===== config.mk =====
export PLATFORM = sky130hd
export DESIGN_NAME = tl_sequence_monitor
export DESIGN_NICKNAME = d
export VERILOG_FILES = /design/src/rtl/tl_pkg.sv /design/src/rtl/tl_lamp_decode.sv /design/src/rtl/tl_sequence_monitor.sv
export SDC_FILE = /design/constraint.sdc
export NUM_CORES = 1
export LEC_CHECK = 0
export BUFFER_PORTS_ARGS = -buffer_cell sky130_fd_sc_hd__buf_2
export CORE_MARGIN = 2
export CORE_UTILIZATION = 35
export CTS_CLUSTER_DIAMETER = 200
export DETAILED_ROUTE_END_ITERATION = 10
export GPL_TIMING_DRIVEN = 0
export PLACE_DENSITY = 0.65
export SYNTH_ARGS = -nofsm -noshare
export SYNTH_HDL_FRONTEND = slang
export SYNTH_SLANG_ARGS = --single-unit

===== constraint.sdc =====
create_clock -name clk -period 6.37 [get_ports clk]
set_clock_uncertainty 0.05 [all_clocks]
set_input_delay 1.911 -clock clk [delete_from_list [all_inputs] [get_ports clk]]
set_output_delay 1.911 -clock clk [all_outputs]
set_load 0.05 [all_outputs]

===== src/rtl/tl_pkg.sv =====
// Shared definitions for the intersection lamp-bus sequence monitor:
// lamp bit positions, phase encoding, fault codes and a priority helper.
package tl_pkg;

  localparam int LAMP_G   = 2;
  localparam int LAMP_Y   = 1;
  localparam int LAMP_R   = 0;
  localparam int NUM_APPR = 4;
  localparam int DUR_W    = 8;

  typedef enum logic [1:0] {
    INIT   = 2'd0,
    ALLRED = 2'd1,
    GREEN  = 2'd2,
    YELLOW = 2'd3
  } phase_t;

  localparam logic [2:0] FC_NONE        = 3'd0;
  localparam logic [2:0] FC_BAD_ENC     = 3'd1;
  localparam logic [2:0] FC_CONFLICT    = 3'd2;
  localparam logic [2:0] FC_BAD_TRANS   = 3'd3;
  localparam logic [2:0] FC_GREEN_TIME  = 3'd4;
  localparam logic [2:0] FC_YELLOW_TIME = 3'd5;
  localparam logic [2:0] FC_ORDER       = 3'd6;
  localparam logic [2:0] FC_PED         = 3'd7;

  // Lowest-index approach flagged in an offender mask.
  function automatic logic [1:0] first_set(input logic [NUM_APPR-1:0] m);
    first_set = 2'd0;
    for (int i = NUM_APPR - 1; i >= 0; i--) begin
      if (m[i]) first_set = 2'(i);
    end
  endfunction

endpackage


===== src/rtl/tl_lamp_decode.sv =====
// Per-approach lamp decoder: one-hot {G,Y,R} to flags; anything not
// exactly one-hot (including all-dark) raises bad_enc.
module tl_lamp_decode
  import tl_pkg::*;
(
  input  logic [2:0] lamp,
  output logic       is_r,
  output logic       is_y,
  output logic       is_g,
  output logic       bad_enc
);

  assign is_r    =  lamp[LAMP_R] & ~lamp[LAMP_Y] & ~lamp[LAMP_G];
  assign is_y    = ~lamp[LAMP_R] &  lamp[LAMP_Y] & ~lamp[LAMP_G];
  assign is_g    = ~lamp[LAMP_R] & ~lamp[LAMP_Y] &  lamp[LAMP_G];
  assign bad_enc = ~(is_r | is_y | is_g);

endmodule


===== src/rtl/tl_sequence_monitor.sv =====
// Receive-side safety/timing checker for the four-way lamp and walk bus.
// Define FAULT_RECOVER_EN to let the fault clear after a sustained all-red.
module tl_sequence_monitor
  import tl_pkg::*;
#(
  parameter int unsigned GREEN_TICKS  = 4,
  parameter int unsigned YELLOW_TICKS = 2,
  parameter int unsigned ALLRED_MIN   = 1,
  parameter int unsigned CNT_W        = 16
) (
  input  logic             clk,
  input  logic             rst,
  input  logic             tick,
  input  logic [2:0]       tl_1,
  input  logic [2:0]       tl_2,
  input  logic [2:0]       tl_3,
  input  logic [2:0]       tl_4,
  input  logic             ped_1,
  input  logic             ped_2,
  input  logic             ped_3,
  input  logic             ped_4,
  output logic             fault,
  output logic [2:0]       fault_code,
  output logic [1:0]       fault_appr,
  output logic [1:0]       active_appr,
  output logic [1:0]       phase,
  output logic             cycle_pulse,
  output logic [CNT_W-1:0] cycle_cnt
);

  localparam logic [DUR_W-1:0] G_LEN  = DUR_W'(GREEN_TICKS);
  localparam logic [DUR_W-1:0] Y_LEN  = DUR_W'(YELLOW_TICKS);
  localparam logic [DUR_W-1:0] AR_MIN = DUR_W'(ALLRED_MIN);

  logic [NUM_APPR-1:0][2:0] lamp_v;
  logic [NUM_APPR-1:0]      is_r, is_y, is_g, bad_enc, ped_pair;

  phase_t                   phase_q, phase_d;
  logic [1:0]               act_q, act_d, nxt;
  logic [DUR_W-1:0]         cnt_q, cnt_d;
  logic [NUM_APPR-1:0]      hist_r_q, hist_y_q, hist_g_q;
  logic [NUM_APPR-1:0]      hist_r_d, hist_y_d, hist_g_d;
  logic                     fault_q, fault_d;
  logic [2:0]               code_q, code_d;
  logic [1:0]               fappr_q, fappr_d;
  logic                     pulse_q, pulse_d;
  logic [CNT_W-1:0]         cyc_q, cyc_d;
`ifdef FAULT_RECOVER_EN
  localparam logic [DUR_W-1:0] REC_LEN = DUR_W'(YELLOW_TICKS + ALLRED_MIN);
  logic [DUR_W-1:0]         rec_q, rec_d;
`endif

  logic                     checking;
  logic [NUM_APPR-1:0]      lit, act_oh, onset;
  logic [NUM_APPR-1:0]      m_enc, m_conf, m_trans, m_order, m_green, m_yel, m_ped;
  logic [NUM_APPR-1:0]      sel_mask;
  logic [2:0]               sel_code;
  logic [1:0]               sel_appr;

  assign lamp_v   = {tl_4, tl_3, tl_2, tl_1};
  // Walk ped_((k mod 4)+1) belongs to approach k, so rotate by one.
  assign ped_pair = {ped_1, ped_4, ped_3, ped_2};

  for (genvar k = 0; k < NUM_APPR; k++) begin : g_dec
    tl_lamp_decode u_dec (
      .lamp    (lamp_v[k]),
      .is_r    (is_r[k]),
      .is_y    (is_y[k]),
      .is_g    (is_g[k]),
      .bad_enc (bad_enc[k])
    );
  end

  always_comb begin
    checking = (phase_q != INIT);
    lit      = is_g | is_y;
    act_oh   = 4'd1 << act_q;
    nxt      = act_q + 2'd1;
    onset    = checking ? (hist_r_q & is_g) : '0;

    m_enc = '0;
    for (int k = 0; k < NUM_APPR; k++) begin
      m_enc[k] = bad_enc[k] & ~((phase_q == INIT) & (lamp_v[k] == 3'b000));
    end

    m_conf  = ((lit & (lit - 4'd1)) != '0) ? lit : '0;
    m_trans = checking ? ((hist_g_q & is_r) | (hist_y_q & is_g) | (hist_r_q & is_y)) : '0;
    m_order = onset & ~(4'd1 << nxt);

    // A new green also needs enough all-red behind it; none at all if the
    // previous approach is only now leaving yellow.
    m_green = '0;
    if ((phase_q != ALLRED) || (cnt_q < AR_MIN)) m_green = onset;
    if ((phase_q == GREEN) &&
        ((is_y[act_q] && (cnt_q != G_LEN)) || (is_g[act_q] && (cnt_q >= G_LEN))))
      m_green = m_green | act_oh;

    m_yel = '0;
    if ((phase_q == YELLOW) &&
        ((is_r[act_q] && (cnt_q != Y_LEN)) || (is_y[act_q] && (cnt_q >= Y_LEN))))
      m_yel = act_oh;

    m_ped = checking ? (ped_pair ^ lit) : '0;
  end

  always_comb begin
    sel_code = FC_NONE;
    sel_mask = '0;
    if (m_enc != '0) begin
      sel_code = FC_BAD_ENC;     sel_mask = m_enc;
    end else if (m_conf != '0) begin
      sel_code = FC_CONFLICT;    sel_mask = m_conf;
    end else if (m_trans != '0) begin
      sel_code = FC_BAD_TRANS;   sel_mask = m_trans;
    end else if (m_order != '0) begin
      sel_code = FC_ORDER;       sel_mask = m_order;
    end else if (m_green != '0) begin
      sel_code = FC_GREEN_TIME;  sel_mask = m_green;
    end else if (m_yel != '0) begin
      sel_code = FC_YELLOW_TIME; sel_mask = m_yel;
    end else if (m_ped != '0) begin
      sel_code = FC_PED;         sel_mask = m_ped;
    end
    sel_appr = first_set(sel_mask);
  end

  // Phase tracking; once faulted everything freezes until reset/recovery.
  always_comb begin
    phase_d  = phase_q;
    act_d    = act_q;
    cnt_d    = cnt_q;
    hist_r_d = hist_r_q;
    hist_y_d = hist_y_q;
    hist_g_d = hist_g_q;
    fault_d  = fault_q;
    code_d   = code_q;
    fappr_d  = fappr_q;
    pulse_d  = 1'b0;
    cyc_d    = cyc_q;
`ifdef FAULT_RECOVER_EN
    rec_d    = rec_q;
`endif

    if (tick) begin
      if (fault_q) begin
`ifdef FAULT_RECOVER_EN
        if (is_r == '1) begin
          if (rec_q >= REC_LEN - DUR_W'(1)) begin
            fault_d  = 1'b0;
            phase_d  = INIT;
            act_d    = 2'd3;
            cnt_d    = '0;
            hist_r_d = '1;
            hist_y_d = '0;
            hist_g_d = '0;
            rec_d    = '0;
          end else begin
            rec_d = rec_q + DUR_W'(1);
          end
        end else begin
          rec_d = '0;
        end
`endif
      end else if (sel_code != FC_NONE) begin
        fault_d = 1'b1;
        code_d  = sel_code;
        fappr_d = sel_appr;
      end else begin
        hist_r_d = is_r;
        hist_y_d = is_y;
        hist_g_d = is_g;
        case (phase_q)
          INIT: begin
            if (is_r == '1) begin
              phase_d = ALLRED;
              act_d   = 2'd3;
              cnt_d   = DUR_W'(1);
            end
          end
          ALLRED: begin
            if (onset != '0) begin
              phase_d = GREEN;
              act_d   = nxt;
              cnt_d   = DUR_W'(1);
            end else if (cnt_q != '1) begin
              cnt_d = cnt_q + DUR_W'(1);
            end
          end
          GREEN: begin
            if (is_y[act_q]) begin
              phase_d = YELLOW;
              cnt_d   = DUR_W'(1);
            end else begin
              cnt_d = cnt_q + DUR_W'(1);
            end
          end
          YELLOW: begin
            if (is_r[act_q]) begin
              phase_d = ALLRED;
              cnt_d   = DUR_W'(1);
              if (act_q == 2'd3) begin
                pulse_d = 1'b1;
                if (cyc_q != '1) cyc_d = cyc_q + CNT_W'(1);
              end
            end else begin
              cnt_d = cnt_q + DUR_W'(1);
            end
          end
          default: ;
        endcase
      end
    end
  end

  always_ff @(posedge clk or posedge rst) begin
    if (rst) begin
      phase_q  <= INIT;
      act_q    <= 2'd3;
      cnt_q    <= '0;
      hist_r_q <= '1;
      hist_y_q <= '0;
      hist_g_q <= '0;
      fault_q  <= 1'b0;
      code_q   <= FC_NONE;
      fappr_q  <= 2'd0;
      pulse_q  <= 1'b0;
      cyc_q    <= '0;
`ifdef FAULT_RECOVER_EN
      rec_q    <= '0;
`endif
    end else begin
      phase_q  <= phase_d;
      act_q    <= act_d;
      cnt_q    <= cnt_d;
      hist_r_q <= hist_r_d;
      hist_y_q <= hist_y_d;
      hist_g_q <= hist_g_d;
      fault_q  <= fault_d;
      code_q   <= code_d;
      fappr_q  <= fappr_d;
      pulse_q  <= pulse_d;
      cyc_q    <= cyc_d;
`ifdef FAULT_RECOVER_EN
      rec_q    <= rec_d;
`endif
    end
  end

  assign fault       = fault_q;
  assign fault_code  = code_q;
  assign fault_appr  = fappr_q;
  assign active_appr = act_q;
  assign phase       = phase_q;
  assign cycle_pulse = pulse_q;
  assign cycle_cnt   = cyc_q;

endmodule


Word level (Yosys, flattened, before mapping)

Cells that the tools add are included.

Output and inout bits: 27
Logic and storage cells: 195
Register bits: 47
Input bits: 19

Bitwise operators: 74
Mux-type cells: 53
Order comparisons: 4
$add $sub $neg: 4
Equal/unequal tests: 15
Reductions and logical operators: 32
Shift operators: 2

Operators by type and width:

| cell                  | number |
|---|---|
| $mux 4                | 14 |
| $mux 8                | 5 |
| $reduce_bool 4->1     | 9 |
| $and 1x1->1           | 32 |
| $pmux 8 s4            | 1 |
| $and 4x4->4           | 6 |
| $not 1->1             | 22 |
| $mux 3                | 7 |
| $mux 2                | 10 |
| $add 16x1->16 const B | 1 |
| $ne 16x16->1 const B  | 1 |
| $or 4x4->4            | 4 |
| $reduce_and 7->1      | 2 |
| $logic_not 3->1       | 4 |
| $mux 1                | 11 |
| $add 8x1->8 const B   | 1 |
| $ge 8x2->1 const B    | 1 |
| $ge 8x3->1 const B    | 1 |
| $lt 8x1->1 const B    | 1 |
| $ne 2x1->1 const B    | 4 |
| $ne 8x2->1 const B    | 1 |
| $ne 8x3->1 const B    | 1 |
| $ne 8x8->1 const B    | 1 |
| $or 1x1->1            | 8 |
| 22 further kinds      | 36 |

Logic depth before layout (Yosys ltp)

Word-level depth: 20
Depth in mapped cells: 14
Depth with buffers taken out: 10

Hierarchy

A second synthesis with hierarchy kept.

Cells, all modules: 374
Area total of the unflattened synthesis: 3619.7 µm²

Modules (own cells, without submodules):

| module              | area an instance (µm²) | instances | cells an instance | sequential area each (µm²) |
|---|---|---|---|---|
| tl_sequence_monitor | 3454.6                 | 1         | 350               | 1183.6 |
| tl_lamp_decode      | 41.3                   | 4         | 6                 | 0.0 |

Worst setup path before layout

Ideal clock, no wire load.

Kind: in2reg
Start point: in tl_1[2]
End point: reg phase_q[1], in the netlist phase[1]
Arrival time: 4.332 ns
Path slack: 1.863 ns
Buffers on the path: 2
Required time: 6.195 ns
Setup time: 0.125 ns
Cell stages on the path: 10
Path through: buf_2 -> or3b_4 -> mux4_2 -> o21ai_2 -> a22oi_2 -> o2111a_2 -> and2_4 -> buf_6 -> and3_4 -> mux2_4

Cells in the longest elaborated chain, start to end: 18
Elaborated cells between the ends (all ways): 68
Those cells by class: add/sub: 1; eq/ne: 5; mux: 20; bitwise: 22; reduce/logical: 20

RTL lines:

| item                           | RTL line                                   | source |
|---|---|---|
| start: declaration             | tl_sequence_monitor.sv:14                  | `input logic [2:0] tl_1,` |
| $not 1->1                      | tl_lamp_decode.sv:13, tl_lamp_decode.sv:14 |  |
| $and 1x1->1 (on tied branches) | tl_lamp_decode.sv:13, tl_lamp_decode.sv:14 |  |
| $bmux 1 s2 (on tied branches)  | --                                         |  |
| $mux 1 (on tied branches)      | --                                         |  |
| $logic_and 1x1->1              | tl_sequence_monitor.sv:100                 | `((is_r[act_q] && (cnt_q != Y_LEN)) \|\| (is_y[act_q] && (cnt_q >= Y_LEN))))` |
| $logic_or 1x1->1               | tl_sequence_monitor.sv:100                 |  |
| $logic_and 1x1->1              | tl_sequence_monitor.sv:99                  | `if ((phase_q == YELLOW) &&` |
| $mux 4                         | tl_sequence_monitor.sv:99                  |  |
| [... 2 more ...]               | --                                         |  |
| $mux 3                         | tl_sequence_monitor.sv:117                 | `end else if (m_green != '0) begin` |
| $mux 3                         | tl_sequence_monitor.sv:115                 | `end else if (m_order != '0) begin` |
| $mux 3                         | tl_sequence_monitor.sv:113                 | `end else if (m_trans != '0) begin` |
| $mux 3                         | tl_sequence_monitor.sv:111                 | `end else if (m_conf != '0) begin` |
| $mux 3                         | tl_sequence_monitor.sv:109                 | `if (m_enc != '0) begin` |
| $reduce_bool 3->1              | tl_sequence_monitor.sv:164                 | `end else if (sel_code != FC_NONE) begin` |
| $not 1->1 (no line)            | --                                         |  |
| $reduce_and 7->1 (no line) (*) | --                                         |  |
| end signal: assignment         | tl_sequence_monitor.sv:232                 | `phase_q <= phase_d;` |
| end: declaration               | tl_sequence_monitor.sv:38                  | `phase_t phase_q, phase_d;` |

Mark *: on every way between the ends. The rest lies on a longest branch, timed or not. The select of a mux whose other input is x is not followed.
A chain may end at the register's enable or synchronous reset.

Worst setup path after layout

Start point: in tl_4[2]
End point: reg cyc_q[5], in the netlist cycle_cnt[5]

Cells in the longest elaborated chain, start to end: 18
Elaborated cells between the ends (all ways): 62
Those cells by class: add/sub: 1; mux: 20; bitwise: 22; reduce/logical: 19

RTL lines:

| item                           | RTL line                                                                          | source |
|---|---|---|
| start: declaration             | tl_sequence_monitor.sv:17                                                         | `input logic [2:0] tl_4,` |
| $not 1->1                      | tl_lamp_decode.sv:13, tl_lamp_decode.sv:14                                        |  |
| $and 1x1->1 (on tied branches) | tl_lamp_decode.sv:13, tl_lamp_decode.sv:14                                        |  |
| $bmux 1 s2 (on tied branches)  | tl_sequence_monitor.sv:100, tl_sequence_monitor.sv:198, tl_sequence_monitor.sv:95 |  |
| $mux 1 (on tied branches)      | tl_sequence_monitor.sv:100, tl_sequence_monitor.sv:198, tl_sequence_monitor.sv:95 |  |
| $logic_and 1x1->1              | tl_sequence_monitor.sv:100                                                        |  |
| $logic_or 1x1->1               | tl_sequence_monitor.sv:100                                                        |  |
| $logic_and 1x1->1              | tl_sequence_monitor.sv:99                                                         |  |
| $mux 4                         | tl_sequence_monitor.sv:99                                                         |  |
| [... 2 more ...]               | --                                                                                |  |
| $mux 3                         | tl_sequence_monitor.sv:117                                                        |  |
| $mux 3                         | tl_sequence_monitor.sv:115                                                        |  |
| $mux 3                         | tl_sequence_monitor.sv:113                                                        |  |
| $mux 3                         | tl_sequence_monitor.sv:111                                                        |  |
| $mux 3                         | tl_sequence_monitor.sv:109                                                        |  |
| $reduce_bool 3->1              | tl_sequence_monitor.sv:164                                                        |  |
| $not 1->1 (no line)            | --                                                                                |  |
| $reduce_and 7->1 (no line) (*) | --                                                                                |  |
| end signal: assignment         | tl_sequence_monitor.sv:242                                                        | `cyc_q <= cyc_d;` |
| end: declaration               | tl_sequence_monitor.sv:47                                                         | `logic [CNT_W-1:0] cyc_q, cyc_d;` |

Marks and branches as above.

==> impl_metrics.toml <==
[cts]
cts-hold-fix-buffers = 0
htreeDepth = 2
cts_inserted_buffers = 5
cts_sinks = 47
cts_root_buffer = "clkbuf_8"
clk_pin_slew_ns = 0.11
ctsResizeCount = 0
post-cts-setup-buffer-count = 0
clk-insertion-delay-late_ns = 0.32
cts_tree = "built"
cts_buffer_depth = 2

[synth]
synth_seq_area_share = 0.329
yosysMostFrequentCell = "dfrtp_1"
synth_area_sq_um = 3590
yosys.area.top_type = "dfrtp_1"
synth_nets = 433
synth_edf_count = 0
synth_common_cells = "dfrtp_1, nand2_1, nand3_1"
ys_top_cells_by_area = "dfrtp_1, ha_1, dfstp_2"
avgSynthCellArea_sq_um = 9.01
yosysUniqueCellTypes = 69
yosys_most_used_dff = "dfrtp_1"
syn_inst = 399
synth-seq-cells = 47
async_flop_share = 1.00
synth_top_area_frac = 0.286
yosys_warnings = 0

[critical_path]
r2r_slack_ns = 2.71
r2r_start = "phase[0]"
reg2reg_to = "cycle_cnt[5]"
worstSetupStartpointType = "primary input"
path_max_fanout = 10
worstSetupPathType = "primary input to register"
critPathRequiredTime_ns = 6.54
cp.arrival_ns = 4.79
ff2ff_path_depth = 14
critPathCaptureType = "register"

[worst_hold_path]
min_from = "fault_appr[1]"
min_path_cells = 1
hp-class = "register to register"
whs_endpoint = "fault_appr[1]"

[placement]
gp_congestion = 0.844
post-place-ws_ns = 1.40
dp_hpwl_mm = 6.81
io_buffers = 35

[timing]
tns_ns = 0
min_period_ns = 4.62
layout_worst_path_cycle_share = 0.726
finalSetupViolations = 0
tightest_slew_ns = 1.01
fmax_mhz = 216
finalHoldViolations = 0
relSlewSlack = 0.320
layout_setup_ws_ns = 1.75
slew_violations = 0
grt_setup_unrepaired = "no"

[power_and_ir_drop]
swShare = 0.304
power_frac_clock = 0.345
comb_power_share = 0.150
p_int_uw = 418
seqPwrFrac = 0.505
peakVddDrop_uv = 76.8
p_sw_uw = 182
leakage_nw = 1.74
power.density_nw_per_um2 = 148

[run]
drv_cap = 0

[floorplan]
die_x_um = 105
core_area_sq_um = 9860
rows = 36
top_level_ports = 46
initial_utilization = 0.364
die-area_sq_um = 11100
dieHeight_um = 105

[grt]
antenna_found_initial = 0
overflow = 0
grt_max_degree = 40
grt_pass1_wl_mm = 15.2
first_global_vias = 3069
grt.total_usage = 0.166

[detailed_routing]
vias = 3184
wl_per_cell_um = 15.6
drt-initial-drc-count = 161
remaining_drc_errors = 0
totalWireLength_mm = 8.97
drtPass1Iterations = 7
via_per_inst = 5.53
final_antenna_net_count = 0

[finish]
area_growth_pct = 12.8
n_antenna_cell = 0
layout-drive-gt1-share = 0.192
nets = 476

[run_status]
status = "complete, no violations"
[critical path, stage by stage]
cell	delay [ns]
buf_2	0.12
buf_2	0.18
o21ai_0	0.16
nand3_1	0.14
or4_1	0.51
clkbuf_1	0.19
nor3_1	0.35
o2111a_2	0.37
and4_1	0.19
buf_2	0.19
buf_4	0.20
nand3_1	0.11
xnor2_1	0.15
[through the flow]
stage | util | power (mW) | hold WS, ns | area, sq um | std cells
floorplan | - | 0.377 | 0.387 | 3590 | 399
CTS | 0.411 | 0.605 | 0.435 | 4050 | 576
detailed placement | 0.401 | 0.399 | 0.411 | 3960 | 568
finish | 0.411 | 0.600 | 0.430 | 4050 | 576
global placement | 0.399 | 0.396 | 0.404 | 3940 | 567
global route | 0.411 | 0.627 | 0.449 | 4050 | 576
[cell type report]
type                            count  area (sq um)
Inverter                           18          67.6
Clock buffer                        5          68.8
Tap cell                          133           166
Timing Repair Buffer               36           195
Buffer                             26           154
Clock inverter                      3          28.8
Sequential cell                    47          1180
Fill cell                        1022          5810
Multi-Input combinational cell    308          2190
[registers in the layout, indices dropped and copies added, names as in the netlist]
signal	flops
hist_r_q	4
hist_y_q	4
cycle_pulse	1
fault	1
cnt_q	8
fault_code	3
cycle_cnt	16
phase	2
fault_appr	2
active_appr	2
hist_g_q	4
[power groups by stage]
stage          combinational (mW)  sequential, mW  clock, mW
2_1_floorplan              0.0571           0.319          0
3_3_place_gp               0.0868           0.309          0
3_5_place_dp               0.0900           0.309          0
4_1_cts                    0.0903           0.303      0.212
5_1_grt                    0.0992           0.304      0.225
6_report                   0.0901           0.303      0.207
[worst max path at each step]
stage | from | depth (start not counted) | end
finish | tl_4[2] | 13 | cycle_cnt[5]
global route | tl_4[2] | 13 | cycle_cnt[5]
CTS | tl_4[2] | 13 | cycle_cnt[5]
detailed placement | tl_4[2] | 13 | cycle_cnt[5]
global placement | tl_4[2] | 13 | cycle_cnt[10]
floorplan | tl_1[2] | 10 | phase[1]
[layer usage]
| layer | GRT usage | share of wire | vias to the layer above |
|---|---|---|---|
| met5 | 0 | 0 | - |
| met4 | 0.0448 | 0.010 | 0 |
| met3 | 0.0247 | 0.054 | 10 |
| met2 | 0.271 | 0.48 | 85 |
| met1 | 0.229 | 0.46 | 1527 |
| li1 | - | - | 1562 |
[cell usage in the layout, fill, tap and decap left out, drive strengths merged, types with 9 or more instances in the layout]
cell and instances:
o21ai 25, ha 15, inv 21, and3 11, xnor2 18, dfrtp 41
nand3 23, nand4 9, and2 11, nor3 10, nor2 10, buf 54
nand2 40, clkbuf 13, a21oi 10
[cells by family after synthesis]
family,Yosys count,synth area share
DFF,47,0.329
AOI/OAI and AO/OA,87,0.179
xor gates and xnor gates,23,0.0561
muxes,9,0.0379
adders and majority gates,16,0.0550
buffers and inverters,44,0.0616
and+or+nand+nor,173,0.281
(Power assumes the default switching activity.)
